**src/rtl/dmem_arbiter.sv**
```systemverilog
// dmem_arbiter: shares the single-port data memory between the core's
// load/store port and an external (DMA/debug) requester.
// The CPU has default priority. The external port is guaranteed bandwidth in
// two ways: an anti-starvation wait counter, and a bounded locked burst.
// Optional build macro DMEM_ARB_STATS_EN adds stall and grant counters.
module dmem_arbiter #(
  parameter int ADDR_W    = 10,
  parameter int DATA_W    = 32,
  parameter int MAX_WAIT  = 4,
  parameter int MAX_BURST = 8
) (
  input  logic              clock,
  input  logic              reset,
  input  logic              cpu_req,
  input  logic              cpu_we,
  input  logic [ADDR_W-1:0] cpu_addr,
  input  logic [DATA_W-1:0] cpu_wd,
  output logic [DATA_W-1:0] cpu_rd,
  output logic              cpu_stall,
  input  logic              ext_req,
  input  logic              ext_we,
  input  logic              ext_lock,
  input  logic [ADDR_W-1:0] ext_addr,
  input  logic [DATA_W-1:0] ext_wd,
  output logic              ext_gnt,
  output logic              ext_rvalid,
  output logic [DATA_W-1:0] ext_rd,
  output logic              mem_we,
  output logic [ADDR_W-1:0] mem_addr,
  output logic [DATA_W-1:0] mem_wd,
  input  logic [DATA_W-1:0] mem_rd
`ifdef DMEM_ARB_STATS_EN
  , output logic [15:0]     stall_cycles
  , output logic [15:0]     ext_grants
`endif
);

  localparam int WAIT_W  = $clog2(MAX_WAIT + 1);
  localparam int BURST_W = $clog2(MAX_BURST + 1);

  typedef enum logic {IDLE, EXT_BURST} state_e;

  typedef struct packed {
    logic              we;
    logic [ADDR_W-1:0] addr;
    logic [DATA_W-1:0] wd;
  } mem_req_t;

  state_e             state_q, state_d;
  logic [WAIT_W-1:0]  wait_q, wait_d;
  logic [BURST_W-1:0] burst_q, burst_d;
  logic               ext_rvalid_q;
  logic [DATA_W-1:0]  ext_rd_q;

  logic     starve, burst_ok, cpu_win, ext_win;
  mem_req_t req;

  assign starve   = (wait_q == WAIT_W'(MAX_WAIT));
  assign burst_ok = (state_q == EXT_BURST) && ext_req && (burst_q < BURST_W'(MAX_BURST));

  // Same-cycle grant: a live burst wins, otherwise the CPU unless ext is starved.
  always_comb begin
    cpu_win = !burst_ok && cpu_req && !(ext_req && starve);
    ext_win = !cpu_win && ext_req;
    req     = '0;
    if (cpu_win)      req = '{we: cpu_we, addr: cpu_addr, wd: cpu_wd};
    else if (ext_win) req = '{we: ext_we, addr: ext_addr, wd: ext_wd};
  end

  // Reset low gates the write strobe so an in-flight store is dropped.
  assign mem_we     = req.we & reset;
  assign mem_addr   = req.addr;
  assign mem_wd     = req.wd;
  assign cpu_rd     = cpu_win ? mem_rd : '0;
  assign cpu_stall  = cpu_req && !cpu_win;
  assign ext_gnt    = ext_win;
  assign ext_rvalid = ext_rvalid_q;
  assign ext_rd     = ext_rd_q;

  // Next state, burst length and starvation counter.
  always_comb begin
    state_d = state_q;
    burst_d = burst_q;
    wait_d  = '0;
    if (ext_req && !ext_win)
      wait_d = starve ? wait_q : wait_q + WAIT_W'(1);
    case (state_q)
      IDLE: begin
        if (ext_win && ext_lock) begin
          state_d = EXT_BURST;
          burst_d = BURST_W'(1);
        end
      end
      EXT_BURST: begin
        if (!ext_req) begin
          state_d = IDLE;
          burst_d = '0;
        end else if (!burst_ok) begin
          // Expired burst: this cycle was arbitrated as IDLE. If the CPU was
          // idle, ext won again and a locked grant starts a fresh burst.
          state_d = IDLE;
          burst_d = '0;
          if (ext_win && ext_lock) begin
            state_d = EXT_BURST;
            burst_d = BURST_W'(1);
          end
        end else if (!ext_lock) begin
          state_d = IDLE;
          burst_d = '0;
        end else begin
          burst_d = burst_q + BURST_W'(1);
        end
      end
      default: begin
        state_d = IDLE;
        burst_d = '0;
      end
    endcase
  end

  // Arbiter state registers.
  always_ff @(posedge clock or negedge reset) begin
    if (!reset) begin
      state_q <= IDLE;
      wait_q  <= '0;
      burst_q <= '0;
    end else begin
      state_q <= state_d;
      wait_q  <= wait_d;
      burst_q <= burst_d;
    end
  end

  // One-cycle registered return path for external reads; data holds otherwise.
  always_ff @(posedge clock or negedge reset) begin
    if (!reset) begin
      ext_rvalid_q <= 1'b0;
      ext_rd_q     <= '0;
    end else begin
      ext_rvalid_q <= ext_win && !ext_we;
      if (ext_win && !ext_we) ext_rd_q <= mem_rd;
    end
  end

`ifdef DMEM_ARB_STATS_EN
  logic [15:0] stall_q, egnt_q;
  assign stall_cycles = stall_q;
  assign ext_grants   = egnt_q;

  // Saturating event counters.
  always_ff @(posedge clock or negedge reset) begin
    if (!reset) begin
      stall_q <= '0;
      egnt_q  <= '0;
    end else begin
      if (cpu_stall && stall_q != 16'hFFFF) stall_q <= stall_q + 16'd1;
      if (ext_win && egnt_q != 16'hFFFF)    egnt_q  <= egnt_q + 16'd1;
    end
  end
`endif

endmodule

```
**config.mk**
```make
export PLATFORM = sky130hd
export DESIGN_NAME = dmem_arbiter
export DESIGN_NICKNAME = d
export VERILOG_FILES = /design/src/rtl/dmem_arbiter.sv
export SDC_FILE = /design/constraint.sdc
export NUM_CORES = 1
export LEC_CHECK = 0
export ABC_AREA = 1
export CAP_MARGIN = 25
export CORE_AREA = 2 2 91 93
export DETAILED_ROUTE_END_ITERATION = 7
export DIE_AREA = 0 0 93 95
export PLACE_DENSITY = 0.85
export SYNTH_ARGS = -nofsm -noshare
export SYNTH_HDL_FRONTEND = slang
export SYNTH_SLANG_ARGS = --single-unit
```
**constraint.sdc**
```tcl
create_clock -name clock -period 2.5 [get_ports clock]
set_input_delay 0.625 -clock clock [delete_from_list [all_inputs] [get_ports clock]]
set_output_delay 0.625 -clock clock [all_outputs]
set_load 0.01 [all_outputs]
```
==> run metrics <==
vias in the first global route 2954; Die Ht 95 um; relative slew slack 65.1%; max-cap viol count 0; Mapped Cells 365; core box area 0.00793 mm2; Top Metal Used met4; Max Fclk 0.409 GHz; Top FF cell, synth dfrtp_1; pin count of the biggest net entering global routing 66; antenna-violating nets left 0; Placed Area 0.00498 mm2; average size of a mapped cell 7.06 um2; Layout area overhead 94.2%; IO Pins 233; design area 0.00500 mm2; die extent in x 93 um; initial antenna violation count 1; CP Max Fanout 10; Slew @ Worst Pin 0.523 ns; initial core utilization 32.5%; min Tclk post-route 2.44 ns; Syn Nets 491; Hold Fails Final Rpt 0; Setup WS post-layout 0.0560 ns; Routed WL 9370 um; Peak VDD IR 0.338 mV; root buffer cell clkbuf_8; wire length on met2 4870 um; DRC viols 0; DPL Wire Length 7380 um; Max H-tree Level 2; clock buffer depth 2; max incr delay on CP 0.39 ns; Via density 4.36; multi-input logic area 0.00121 mm2; Crit path required time 1.88 ns; status finished, final reports clean; startpoint types register; die area 0.00884 mm2; synth unique cells 20; share of layout cells above drive strength 1 12.8%; kind of critical path reg -> out; TritonCTS clock tree yes; Tot GR Track Use 20.4%; RePlAce Congestion 0.881; Port Buffers 232; via count 3088; DRT Pass-1 Iters 4; post-synthesis cell area 0.00258 mm2; Min-Delay Path Class in -> async; DP Worst Slack -0.562 ns; Post-synth EDFFs 0; clock slew at reported path FFs 0.08 ns; Reg area 0.00103 mm2; Cell Chain, Critical Path inv_1 > ha_2 > nand3_4 > nand3_4 > nand2_2 > inv_4 > buf_4 > nand2_1 > nand2_1 > dlygate4sd2_1; met1 wire length 3210 um; clock skew 0.00595 ns; Pins Over Slew Limit 0; sequential share of the synthesized area 39.8%; cts bufs inserted 5; Worst-Skew Late Latency 0.28 ns; Avg WL per Cell 13.2 um; FFs w/ async S/R, synth 100%; LEAKAGE 2.64 nW; first-pass GRT wire length 14400 um; final net count 728; reg2reg path depth 10; Worst Setup End Kind output pin; synth warn 0; 1st-iter DRT viols 131; CTS Sinks 41; Core Util, Final 63.1%; crit path DAT 1.82 ns; Rows 33; total power 2.13 mW; Worst path slowest cell dfrtp_1; PwrDens 427 mW/mm2; #FFs+latches synth 41; Final setup viols 0; WL met3 1070 um; period utilization 97.8%; Filler Cell Count 698; grt ovf 0
## area by class of cell
cell class	instances	share of cell area [%]
well taps	105	2.63
repair buffers	250	47.5
clock inverters	2	0.200
diodes	1	0.0500
inverters	45	3.48
clock buffers	6	1.45
multi-input cells	259	24.2
flip-flops and latches	41	20.5
## critical path, delay by kind of cell, from the launching register on
family,cells,cell delay (ns)
buf+inv,4,0.57
flops,1,0.39
simple gates,5,0.38
fa+ha+maj,1,0.19
## cell families (layout without fill, tap and decap cells)
logic type               Yosys count  count (layout)  synth area share, %
AND/OR/NAND/NOR                  221             221                 34.8
buffers and inverters             65             303                 13.4
XOR/XNOR                           1               1                0.340
flip-flops                        41              41                 39.8
adder cells (fa/ha/maj)            3               3                 1.46
AO/OA/AOI/OAI                     34              34                 10.1
other                              0               1                    0
## worst paths after layout
check | from | to | slack, ns
hold / removal | reset | ext_rd[12]$_DFFE_PN0P_ | 0.43
max in group asynchronous | reset | ext_rd[31]$_DFFE_PN0P_ | 1.70
setup / recovery | wait_q[0]$_DFFE_PN0P_ | mem_addr[5] | 0.06
min in group clock | ext_rd[30]$_DFFE_PN0P_ | ext_rd[30]$_DFFE_PN0P_ | 0.48
setup reg to reg | wait_q[0]$_DFFE_PN0P_ | ext_rd[3]$_DFFE_PN0P_ | 0.76
hold reg to reg | ext_rd[30]$_DFFE_PN0P_ | ext_rd[30]$_DFFE_PN0P_ | 0.48
## synthesized netlist by cell type (3+ instances only)
library cell,instances,area [um2]
nand2_1,167,627
inv_1,43,161
dfrtp_1,41,1030
nor2_1,39,146
o21ai_2,23,201
buf_6,12,135
o21ai_1,9,45.0
buf_2,7,35.0
nand3_1,6,30.0
nand4_1,4,25.0
ha_1,3,37.5
nand3_4,3,52.6
## stage by stage
step | TNS [ns] | hold slack [ns] | cells
2_1_floorplan | 0 | 0.329 | 365
3_3_place_gp | -35.15 | 0.443 | 694
3_5_place_dp | -37.43 | 0.456 | 694
4_1_cts | -0.0376 | 0.448 | 704
5_1_grt | -0.203 | 0.470 | 709
6_report | 0 | 0.432 | 709
## registers in the layout (all words and copies together), names as in the netlist
register / cells
wait_q: 3
ext_rd: 32
burst_q: 4
ext_rvalid: 1
state_q: 1
## repair_timing
item / 4_1_cts / 5_1_grt
gates cloned: 1 / 0
setup endpoints to repair: 77 / 43
setup buffers: 1 / 4
pin swaps: 2 / 2
resized for setup: 125 / 25
endpoints found under the hold margin: 0 / 0
hold buffers: 0 / 0
## cell usage in the layout (no fill, tap or decap), types with 2 or more instances in the layout
| cell | synthesis | routed |
|---|---|---|
| clkdlybuf4s50_1 | 0 | 152 |
| ha_1 | 3 | 2 |
| nand4_1 | 4 | 4 |
| clkdlybuf4s15_1 | 0 | 13 |
| nand3_1 | 6 | 6 |
| inv_4 | 1 | 2 |
| nand2_1 | 167 | 166 |
| clkinv_2 | 0 | 2 |
| dfrtp_1 | 41 | 41 |
| inv_1 | 43 | 43 |
| clkbuf_2 | 1 | 6 |
| buf_4 | 0 | 12 |
| dlygate4sd2_1 | 0 | 47 |
| buf_12 | 0 | 4 |
| clkbuf_8 | 0 | 5 |
| nor2_1 | 39 | 39 |
| o21ai_1 | 9 | 9 |
| buf_2 | 7 | 13 |
| nand3_4 | 3 | 3 |
| o21ai_2 | 23 | 23 |
## routing by layer
layer | GRT usage [%] | vias to the layer above
met5 | 0 | -
met4 | 7.23 | 0
met3 | 8.54 | 16
met2 | 38.4 | 138
met1 | 20.1 | 1368
li1 | - | 1566
## where the power goes
| part | switching [mW] | internal (mW) | total (mW) |
|---|---|---|---|
| Sequential | 0.0535 | 0.757 | 0.810 |
| Combinational | 0.391 | 0.520 | 0.911 |
| Clock | 0.219 | 0.194 | 0.413 |
| Total | 0.664 | 1.47 | 2.13 |
Note: power is estimated with default switching activity, not from simulation.
